[config.mk]
export PLATFORM = sky130hd
export DESIGN_NAME = cond_exec_stage
export DESIGN_NICKNAME = d
export VERILOG_FILES = /design/src/rtl/cond_exec_stage.sv
export SDC_FILE = /design/constraint.sdc
export NUM_CORES = 1
export LEC_CHECK = 0
export ABC_CLOCK_PERIOD_IN_PS = 2300
export BUFFER_PORTS_ARGS = -buffer_cell sky130_fd_sc_hd__buf_2
export CELL_PAD_IN_SITES_DETAIL_PLACEMENT = 1
export CELL_PAD_IN_SITES_GLOBAL_PLACEMENT = 1
export CORE_MARGIN = 2
export CORE_UTILIZATION = 34
export CTS_BUF_LIST = sky130_fd_sc_hd__clkbuf_16
export DETAILED_ROUTE_END_ITERATION = 7
export GPL_TIMING_DRIVEN = 0
export PLACE_DENSITY = 0.87
export SYNTH_ARGS = -nofsm -noshare
export SYNTH_HDL_FRONTEND = slang
export SYNTH_SLANG_ARGS = --single-unit
[constraint.sdc]
create_clock -name clk -period 2.3 [get_ports clk]
set_clock_uncertainty 0.2 [all_clocks]
set_input_delay 0.46 -clock clk [delete_from_list [all_inputs] [get_ports clk]]
set_output_delay 0.46 -clock clk [all_outputs]
set_load 0.01 [all_outputs]
[src/rtl/cond_exec_stage.sv]
// EX->MEM boundary: NZCV flag register, ARM condition evaluation and write gating.
// Define COND_EXEC_STAGE_PERF_EN to add the ExecCount/SquashCount performance counters.
module cond_exec_stage #(
  parameter int WIDTH = 32,
  parameter int RA_W  = 4
) (
  input  logic             clk,
  input  logic             reset,
  input  logic             Stall,
  input  logic             Flush,
  input  logic             ValidE,
  input  logic [3:0]       CondE,
  input  logic [1:0]       FlagWriteE,
  input  logic             PCSE,
  input  logic             RegWE,
  input  logic             MemWE,
  input  logic             LongWE,
  input  logic [3:0]       ALUFlags,
  input  logic [WIDTH-1:0] ResultE,
  input  logic [WIDTH-1:0] LongE,
  input  logic [RA_W-1:0]  WA3E,
  input  logic [RA_W-1:0]  WA4E,
  output logic             ValidM,
  output logic             PCSrcM,
  output logic             RegWriteM,
  output logic             MemWriteM,
  output logic             LongWriteM,
  output logic             UndefM,
  output logic [WIDTH-1:0] ALUResultM,
  output logic [WIDTH-1:0] LongM,
  output logic [RA_W-1:0]  WA3M,
  output logic [RA_W-1:0]  WA4M,
  output logic [3:0]       Flags
`ifdef COND_EXEC_STAGE_PERF_EN
  ,
  output logic [31:0]      ExecCount,
  output logic [31:0]      SquashCount
`endif
);

  logic flag_n, flag_z, flag_c, flag_v;
  logic cond_ex, exec, load;

  assign {flag_n, flag_z, flag_c, flag_v} = Flags;

  // Condition is evaluated against the flags before this instruction's own update.
  always_comb begin
    cond_ex = 1'b0;
    case (CondE)
      4'b0000: cond_ex = flag_z;
      4'b0001: cond_ex = ~flag_z;
      4'b0010: cond_ex = flag_c;
      4'b0011: cond_ex = ~flag_c;
      4'b0100: cond_ex = flag_n;
      4'b0101: cond_ex = ~flag_n;
      4'b0110: cond_ex = flag_v;
      4'b0111: cond_ex = ~flag_v;
      4'b1000: cond_ex = flag_c & ~flag_z;
      4'b1001: cond_ex = ~flag_c | flag_z;
      4'b1010: cond_ex = (flag_n == flag_v);
      4'b1011: cond_ex = (flag_n != flag_v);
      4'b1100: cond_ex = ~flag_z & (flag_n == flag_v);
      4'b1101: cond_ex = flag_z | (flag_n != flag_v);
      4'b1110: cond_ex = 1'b1;
      default: cond_ex = 1'b0;
    endcase
  end

  assign exec = ValidE & cond_ex;
  assign load = ~Stall & ~Flush;

  always_ff @(posedge clk or negedge reset) begin
    if (!reset) begin
      ValidM     <= 1'b0;
      PCSrcM     <= 1'b0;
      RegWriteM  <= 1'b0;
      MemWriteM  <= 1'b0;
      LongWriteM <= 1'b0;
      UndefM     <= 1'b0;
    end else if (!Stall) begin
      ValidM     <= load & ValidE;
      PCSrcM     <= load & PCSE & exec;
      RegWriteM  <= load & RegWE & exec;
      MemWriteM  <= load & MemWE & exec;
      LongWriteM <= load & LongWE & exec;
      UndefM     <= load & ValidE & (CondE == 4'b1111);
    end
  end

  // Data and addresses are don't-care behind a bubble, so they load even on flush.
  always_ff @(posedge clk or negedge reset) begin
    if (!reset) begin
      ALUResultM <= '0;
      LongM      <= '0;
      WA3M       <= '0;
      WA4M       <= '0;
    end else if (!Stall) begin
      ALUResultM <= ResultE;
      LongM      <= LongE;
      WA3M       <= WA3E;
      WA4M       <= WA4E;
    end
  end

  always_ff @(posedge clk or negedge reset) begin
    if (!reset) begin
      Flags <= 4'b0000;
    end else if (load) begin
      if (FlagWriteE[1] & exec) Flags[3:2] <= ALUFlags[3:2];
      if (FlagWriteE[0] & exec) Flags[1:0] <= ALUFlags[1:0];
    end
  end

`ifdef COND_EXEC_STAGE_PERF_EN
  always_ff @(posedge clk or negedge reset) begin
    if (!reset) begin
      ExecCount   <= 32'd0;
      SquashCount <= 32'd0;
    end else if (load) begin
      if (exec)               ExecCount   <= ExecCount + 32'd1;
      if (ValidE & ~cond_ex)  SquashCount <= SquashCount + 32'd1;
    end
  end
`endif

endmodule

==> results.cfg, run 1 <==
[synth]
synthXorXnorAreaFrac_pct = 0.274
synth.avg_cell_area_um2 = 16.4
synthSimpleGateAreaFrac_pct = 3.01
ys_seq_area_share_pct = 64.2
synth.area.top_cells = dfrtp_1 (64%), mux2_1 (18%), mux2_2 (9.2%)
synth_fa_ha_area_share_pct = 0
synthCells = 195
synth_area_mm2 = 0.00320
synth_nets = 286
ys_seq_elements = 82
yosysTopAreaCell = dfrtp_1
ys_warn_count = 0
synthMuxAreaShare_pct = 27.1
synth-compound-area-share_pct = 4.19
synth_top_family_by_area = multiplexers
yosysTopAreaCellShare_pct = 64.2
synth_cell_types = 28

[cts]
cts_setup_buffers = 0
tritoncts.num_buffers = 9
cts_max_level = 3
clk_path_buf_depth = 2
clock_sinks = 82
clk_latency_ps = 330
ctsRootBufferMaster = clkbuf_16
clk_pin_slew_worst_paths_ps = 60
cts_hold_buf = 1
cts_resized = 0
cts_tree = built

[placed_design]
port_buffers = 171
gp_congestion = 0.763
placed_area_mm2 = 0.00422
pre_cts_slack_ps = -39.9
dp_hpwl_um = 6220

[floorplanning]
start_util_pct = 34.8
dieHeight_um = 101
die-area_mm2 = 0.0102
pin_count = 173
fp.dieW_um = 101
num_rows = 35
core_mm2 = 0.00920

[setup_path]
slowest_stage = dfrtp_1
worst_ep_required_time_ps = 2300
crit_type = flop to flop
cp_max_fo = 6
path_cells = or3b_1 -> a21oi_2 -> nor3_1 -> nor3_4 -> o211ai_2 -> mux2_1
path_delay_family = simple AND/OR/NAND/NOR gates
cp.arrival_ps = 2140
cp-start-kind = flop
path_buf_inv = 0
critPathMaxStageDelay_ps = 430
critPathCaptureType = flop

[min_path]
hold_class = input pin to flop

[global_route]
track_usage_pct = 15.9
grt_use_met3_pct = 4.79
top_usage_layer = met2
grt_pass1_wl_um = 12500
use_met1_pct = 18.0
overflow = 0
grt_max_degree = 47
grt_pass1_vias = 2622
use_met2_pct = 28.1
antenna_found_initial = 0

[sta]
tightestPinTransition_ps = 576
setup_viol = 0
hold_violations = 0
drv_slew = 0
maxSlewHeadroom_pct = 61.6
setup_ws_ps = 156
grt_setup_unrepaired = no
finalCriticalPeriod_ps = 2140
timing.final.crit_share_pct = 93.2
fmax_ghz = 0.466

[finish]
stdcell_area_mm2 = 0.00454
post-route-util_pct = 49.4
final_common_cell = buf_2
nets = 470
area_delta_synth_final_pct = 42.1
drive_gt1_share_pct = 57.8
final_cell_mix = buf_2 (170), dfrtp_1 (82), mux2_1 (50), mux2_2 (26), clkbuf_16 (9)
insertedDiodeCount = 0

[routing]
drtAntennaViolNets = 0
drc = 0
viasPerCell = 4.68
vias = 2315
wire_per_inst_um = 16.0
drt-initial-drc-count = 33
wl_um = 7930
firstDrtPassIters = 4

[job]
maxCapViolations = 0

[pwr]
p_per_area_mw_per_mm2 = 837
leakage_nw = 2.24
ir_worst_vdd_v = 0.000409

[run_status]
status = finished, final reports clean
state kept, by name, indices dropped and copies added, names as in the netlist:
signal      flops
UndefM          1
RegWriteM       1
PCSrcM          1
WA4M            4
WA3M            4
ValidM          1
MemWriteM       1
Flags           4
LongWriteM      1
ALUResultM     32
LongM          32
cell families (layout without fill, tap and decap cells):
family / Yosys count / after routing
buffers and inverters: 9 / 198
AOI/OAI and AO/OA: 15 / 15
xor gates and xnor gates: 1 / 1
and+or+nand+nor: 11 / 11
muxes: 77 / 77
DFF: 82 / 82
area by class of cell:
cell class / count / area, um2
fillers: 1002 / 4650
flip-flops and latches: 82 / 2050
multi-input cells: 104 / 1100
repair buffers: 173 / 896
clock buffers: 9 / 225
well taps: 111 / 139
clock inverters: 7 / 85.1
plain buffers: 9 / 41.3
final timing paths:
| kind | from | to | slack, ps | depth (start not counted) |
|---|---|---|---|---|
| max in group asynchronous | reset | LongM[16]$_DFFE_PN0N_ | 820 | 3 |
| hold reg to reg | ValidM$_DFFE_PN0N_ | ValidM$_DFFE_PN0N_ | 280 | 1 |
| setup reg to reg | Flags[3]$_DFFE_PN0P_ | Flags[0]$_DFFE_PN0P_ | 160 | 6 |
| hold / removal | LongE[1] | LongM[1]$_DFFE_PN0N_ | 140 | 2 |
| min in group asynchronous | reset | ALUResultM[15]$_DFFE_PN0N_ | 470 | 2 |
| setup / recovery | Flags[3]$_DFFE_PN0P_ | Flags[0]$_DFFE_PN0P_ | 160 | 6 |
per-stage QoR:
stage                     power, mW  hold WS, ps  setup TNS [ps]  std cells
after global routing           3.99          132               0        495
after detailed placement       2.36          268            -223        478
after CTS                      3.87          132               0        495
after floorplan                2.02        -35.6               0        195
after global placement         2.31          269           -2580        477
final                          3.80          139               0        495
worst register-to-register path, stage by stage, from the launching register on:
cell and delay [ps]:
dfrtp_1 430, or3b_1 410, a21oi_2 170, nor3_1 100
nor3_4 230, o211ai_2 140, mux2_1 340
synthesized netlist by cell type:
master    instances
nor3_1            1
mux2_1           50
mux2_2           26
a32o_1            1
or3b_1            1
o211ai_2          2
nor3b_4           1
buf_1             2
buf_6             1
dfrtp_1          82
a211oi_1          1
o21a_2            2
a21oi_2           1
mux2i_1           1
xnor2_1           1
a21boi_2          1
and3_2            1
a22o_1            4
nor3_4            1
o22ai_1           1
nand3_1           1
or2b_1            2
clkbuf_1          6
o21ai_0           1
nor2b_1           1
a21o_1            1
nor3b_1           1
or3_1             1
where the power goes:
part           internal [mW]  switching, mW
clock network          0.939          0.545
logic                  0.315          0.305
registers               1.60         0.0976
layer usage:
metal | vias to the layer above | wire length, um
li1 | 1067 | -
met1 | 1143 | 3090
met2 | 93 | 4190
met3 | 12 | 534
met4 | 0 | 110
met5 | - | 0
Note: power is estimated with default switching activity, not from simulation.
==> inputs of run 2 (changes only) <==
--- a/config.mk
+++ b/config.mk
@@ -5,7 +5,7 @@
 export SDC_FILE = /design/constraint.sdc
 export NUM_CORES = 1
 export LEC_CHECK = 0
-export ABC_CLOCK_PERIOD_IN_PS = 2300
+export ABC_CLOCK_PERIOD_IN_PS = 2240
 export BUFFER_PORTS_ARGS = -buffer_cell sky130_fd_sc_hd__buf_2
 export CELL_PAD_IN_SITES_DETAIL_PLACEMENT = 1
 export CELL_PAD_IN_SITES_GLOBAL_PLACEMENT = 1
==> constraint.sdc (replaced) <==
create_clock -name clk -period 2.24 [get_ports clk]
set_clock_uncertainty 0.2 [all_clocks]
set_input_delay 0.448 -clock clk [delete_from_list [all_inputs] [get_ports clk]]
set_output_delay 0.448 -clock clk [all_outputs]
set_load 0.01 [all_outputs]
==> run 2 against run 1 <==
  * Total power rose by 2.7%
  * Setup slack got worse by 50 ps
  * Count of clock-buffer cells in the layout unchanged
  * Routed wire length down 0.11%
  * Register-to-register slack worse by 50 ps
  * First-iteration DRC count is 24% higher
  * Critical path type unchanged
  * Highest routed layer unchanged
  * Fmax grew 0.45%
  * Cell area about the same
  * Hold slack got worse by 12 ps
==> results.cfg, run 2 (same netlist as run 1, synthesis figures left out) <==
[global_route]
grt_pass1_wl_um = 12500
antenna_found_initial = 0
grt_max_degree = 47
overflow = 0
grt_pass1_vias = 2622
track_usage_pct = 15.9

[floorplanning]
dieHeight_um = 101
die-area_mm2 = 0.0102
num_rows = 35
pin_count = 173
start_util_pct = 34.8
core_mm2 = 0.00920
fp.dieW_um = 101

[finish]
area_delta_synth_final_pct = 42.1
nets = 470
stdcell_area_mm2 = 0.00455
final_cell_mix = buf_2 (170), dfrtp_1 (80), mux2_1 (50), mux2_2 (26), clkbuf_16 (9)
insertedDiodeCount = 0
final_common_cell = buf_2
top_regs = ALUResultM (32), LongM (32)
fin_cells = 495
drive_gt1_share_pct = 58.3

[sta]
fmax_ghz = 0.469
finalCriticalPeriod_ps = 2130
tightestPinTransition_ps = 574
timing.final.crit_share_pct = 95.3
grt_setup_unrepaired = no
setup_viol = 0
setup_ws_ps = 106
drv_slew = 0
tns_ps = 0
hold_violations = 0
maxSlewHeadroom_pct = 61.8

[cts]
cts_setup_buffers = 0
cts_tree = built
clk_path_buf_depth = 2
clock_sinks = 82
cts_max_level = 3
clk_latency_ps = 330
ctsRootBufferMaster = clkbuf_16
tritoncts.num_buffers = 9
clk_pin_slew_worst_paths_ps = 60

[setup_path]
path_delay_family = compound AO/OA/AOI/OAI gates
cp.arrival_ps = 2130
crit_type = flop to flop
path_cells = or3b_1 -> a21oi_2 -> o21a_2 -> nor3_4 -> o211ai_2 -> mux2_1
cp_max_fo = 6
worst_ep_required_time_ps = 2240
path_buf_inv = 0
slowest_stage = dfrtp_2
crit_start = Flags[3]$_DFFE_PN0P_
reg2reg_from = Flags[3]$_DFFE_PN0P_
critPathCaptureType = flop
cp-start-kind = flop
critPathMaxStageDelay_ps = 440

[routing]
wl_um = 7920
drc = 0
drt-initial-drc-count = 41
firstDrtPassIters = 4
viasPerCell = 4.67
vias = 2314
wire_per_inst_um = 16.0
drtAntennaViolNets = 0

[placed_design]
port_buffers = 171
gp_congestion = 0.763
placedCellCount = 478
placed_area_mm2 = 0.00422
pre_cts_slack_ps = -87.9
dp_hpwl_um = 6220

[pwr]
leakage_nw = 2.24
ir_worst_vdd_v = 0.000420
p_per_area_mw_per_mm2 = 859
finalPower_mw = 3.90

[min_path]
hold_class = input pin to flop
min_from = LongE[1]

[job]
maxCapViolations = 0

[run_status]
status = finished, final reports clean
==> run 2: cell counts in the layout (fill, tap and decap cells not counted) <==
No cell type changed its count.
==> run 2: layer usage <==
metal  share of wire (%)  global-route usage [%]
met5                   0                       0
met4                 1.4                    6.34
met3                 6.9                    4.79
met2                  53                    28.1
met1                  39                    18.0
==> run 2: final cells by class <==
| class | count | area [um2] |
|---|---|---|
| plain buffers | 9 | 41.3 |
| clock inverters | 7 | 85.1 |
| repair buffers | 173 | 896 |
| flip-flops and latches | 82 | 2050 |
| well taps | 111 | 139 |
| fillers | 1005 | 4650 |
| clock buffers | 9 | 225 |
| multi-input cells | 104 | 1100 |
==> run 2: path summary, 6_finish.rpt <==
check / slack, ps / cells past startpoint / end
max: 110 / 6 / Flags[0]$_DFFE_PN0P_
min: 130 / 2 / LongM[1]$_DFFE_PN0N_
max reg2reg: 110 / 6 / Flags[0]$_DFFE_PN0P_
min reg2reg: 280 / 1 / ValidM$_DFFE_PN0N_
max in group asynchronous: 790 / 3 / ALUResultM[28]$_DFFE_PN0N_
min in group asynchronous: 460 / 2 / ALUResultM[10]$_DFFE_PN0N_
==> run 2: power by group <==
part           total [mW]  switching [mW]  internal (mW)
Clock                1.52           0.558          0.964
Combinational       0.637           0.313          0.323
Sequential           1.75           0.100           1.64
==> run 2: per-stage QoR <==
stage	utilization (%)	hold WS, ps
6_report	49.4	128
5_1_grt	49.4	120
4_1_cts	49.4	120
3_5_place_dp	45.9	259
3_3_place_gp	45.6	269
2_1_floorplan	-	-47.6
==> run 2: repair_timing <==
item / in CTS / in global routing
hold buffers: 1 / 0
endpoints found under the hold margin: 36 / 0
setup endpoints to repair: 0 / 4
resized for setup: 0 / 2
==> inputs of run 3 (changes only) <==
--- a/config.mk
+++ b/config.mk
@@ -15,6 +15,7 @@
 export DETAILED_ROUTE_END_ITERATION = 7
 export GPL_TIMING_DRIVEN = 0
 export PLACE_DENSITY = 0.87
+export REMOVE_ABC_BUFFERS = 1
 export SYNTH_ARGS = -nofsm -noshare
 export SYNTH_HDL_FRONTEND = slang
 export SYNTH_SLANG_ARGS = --single-unit
==> run 3 against run 2 <==
  * Cell count decreased by 1.4%
  * Combinational power is 1% lower
  * Critical path depth stayed put
  * Critical path type unchanged
==> results.cfg, run 3 (same netlist as run 1, synthesis figures left out) <==
[run_status]
status = finished, final reports clean

[sta]
finalCriticalPeriod_ps = 2110
timing.final.crit_share_pct = 94.4
setup_viol = 0
drv_slew = 0
holdWs_ps = 128
hold_violations = 0
grt_setup_unrepaired = no
tightestPinTransition_ps = 536
maxSlewHeadroom_pct = 64.3
fmax_ghz = 0.473

[routing]
wire_per_inst_um = 15.6
drc = 0
drtAntennaViolNets = 0
wl_um = 7590
drt-initial-drc-count = 29
viasPerCell = 4.72
firstDrtPassIters = 4
vias = 2302

[min_path]
hold_class = input pin to flop
whs_path_depth = 2
hold_path_end = LongM[9]$_DFFE_PN0N_
min_from = LongE[9]

[setup_path]
path_delay_family = compound AO/OA/AOI/OAI gates
path_cells = or3b_1 -> a21oi_2 -> o21a_2 -> nor3_4 -> o211ai_2 -> mux2_1
rr_endpoint = Flags[2]$_DFFE_PN0P_
slowest_stage = dfrtp_1
reg2reg_from = Flags[3]$_DFFE_PN0P_
worst_ep_required_time_ps = 2240
cp-start-kind = flop
crit_type = flop to flop
r2r_setup_slack_ps = 130
critPathCaptureType = flop
path_buf_inv = 0
cp.arrival_ps = 2120
critPathMaxStageDelay_ps = 430
reg2reg_depth = 6
cp_max_fo = 6

[finish]
final_cell_mix = buf_2 (170), dfrtp_1 (82), mux2_1 (50), mux2_2 (26), clkbuf_16 (9)
insertedDiodeCount = 0
area_delta_synth_final_pct = 40.7
top_regs = ALUResultM (32), LongM (32)
nets = 463
fin_cells = 488
drive_gt1_share_pct = 58.9
post-route-util_pct = 48.9
final_common_cell = buf_2

[cts]
ctsRootBufferMaster = clkbuf_16
cts_max_level = 3
cts_tree = built
clk_path_buf_depth = 2
tritoncts.num_buffers = 9
cts_resized = 0
clk_pin_slew_worst_paths_ps = 60
cts_setup_buffers = 0
clock_sinks = 82
clk_latency_ps = 320

[floorplanning]
num_rows = 35
start_util_pct = 34.8
fp.dieW_um = 101
die-area_mm2 = 0.0102
pin_count = 173
core_mm2 = 0.00920
dieHeight_um = 101

[placed_design]
port_buffers = 172
dp_hpwl_um = 5870
gp_congestion = 0.785
placedCellCount = 471

[job]
maxCapViolations = 0

[pwr]
p_per_area_mw_per_mm2 = 840
ir_worst_vdd_v = 0.000406
leakage_nw = 2.23

[global_route]
grt_pass1_vias = 2604
grt_pass1_wl_um = 12200
antenna_found_initial = 0
track_usage_pct = 15.2
overflow = 0
grt_max_degree = 43
run 3: cell count changes in the layout (fill, tap and decap cells not counted), moves of 2 or more:
cell,change
clkbuf_1,-6
buf_1,-2
buf_12,+2
dfrtp_1,+2
dfrtp_2,-2
run 3: layout make-up:
type                    count  area, um2
well taps                 111        139
clock inverters             7       62.6
repair buffers            175        916
fillers                   985       4700
clock buffers               9        225
flip-flops and latches     82       2050
multi-input cells         104       1100
run 3: repair_timing:
item,CTS,global route
hold buffers,1,0
endpoints found under the setup margin,0,4
hold endpoints to repair,40,0
run 3: power by group:
part / switching [mW] / internal, mW
registers: 0.0988 / 1.64
logic: 0.309 / 0.321
clock network: 0.558 / 0.851
total: 0.965 / 2.81
run 3: worst max path at each step:
stage,startpoint,to,slack (ps),cells past startpoint
after global placement,Stall,Flags[3]$_DFFE_PN0P_,-450,4
after global routing,Flags[3]$_DFFE_PN0P_,Flags[1]$_DFFE_PN0P_,20,6
final,Flags[3]$_DFFE_PN0P_,Flags[2]$_DFFE_PN0P_,130,6
after detailed placement,CondE[2],Flags[2]$_DFFE_PN0P_,-50,7
after floorplan,Flags[3]$_DFFE_PN0P_,Flags[0]$_DFFE_PN0P_,200,6
after CTS,Flags[3]$_DFFE_PN0P_,Flags[2]$_DFFE_PN0P_,90,6
run 3: metal layers:
layer	vias to the layer above	track usage [%]	routed length, um
li1	1052	-	-
met1	1140	16.5	2810
met2	97	27.9	4100
met3	13	4.79	546
met4	0	5.09	131
met5	-	0	0
run 3: through the flow:
step                      setup WS [ps]  TNS, ps  instance area, um2  total power, mW
after floorplan                     196        0                3160             2.04
after global placement             -447   -25120                4160             2.37
after detailed placement          -52.5     -157                4200             2.41
after CTS                          85.6        0                4500             3.86
after global routing               23.1        0                4500             3.98
final                               126        0                4500             3.78
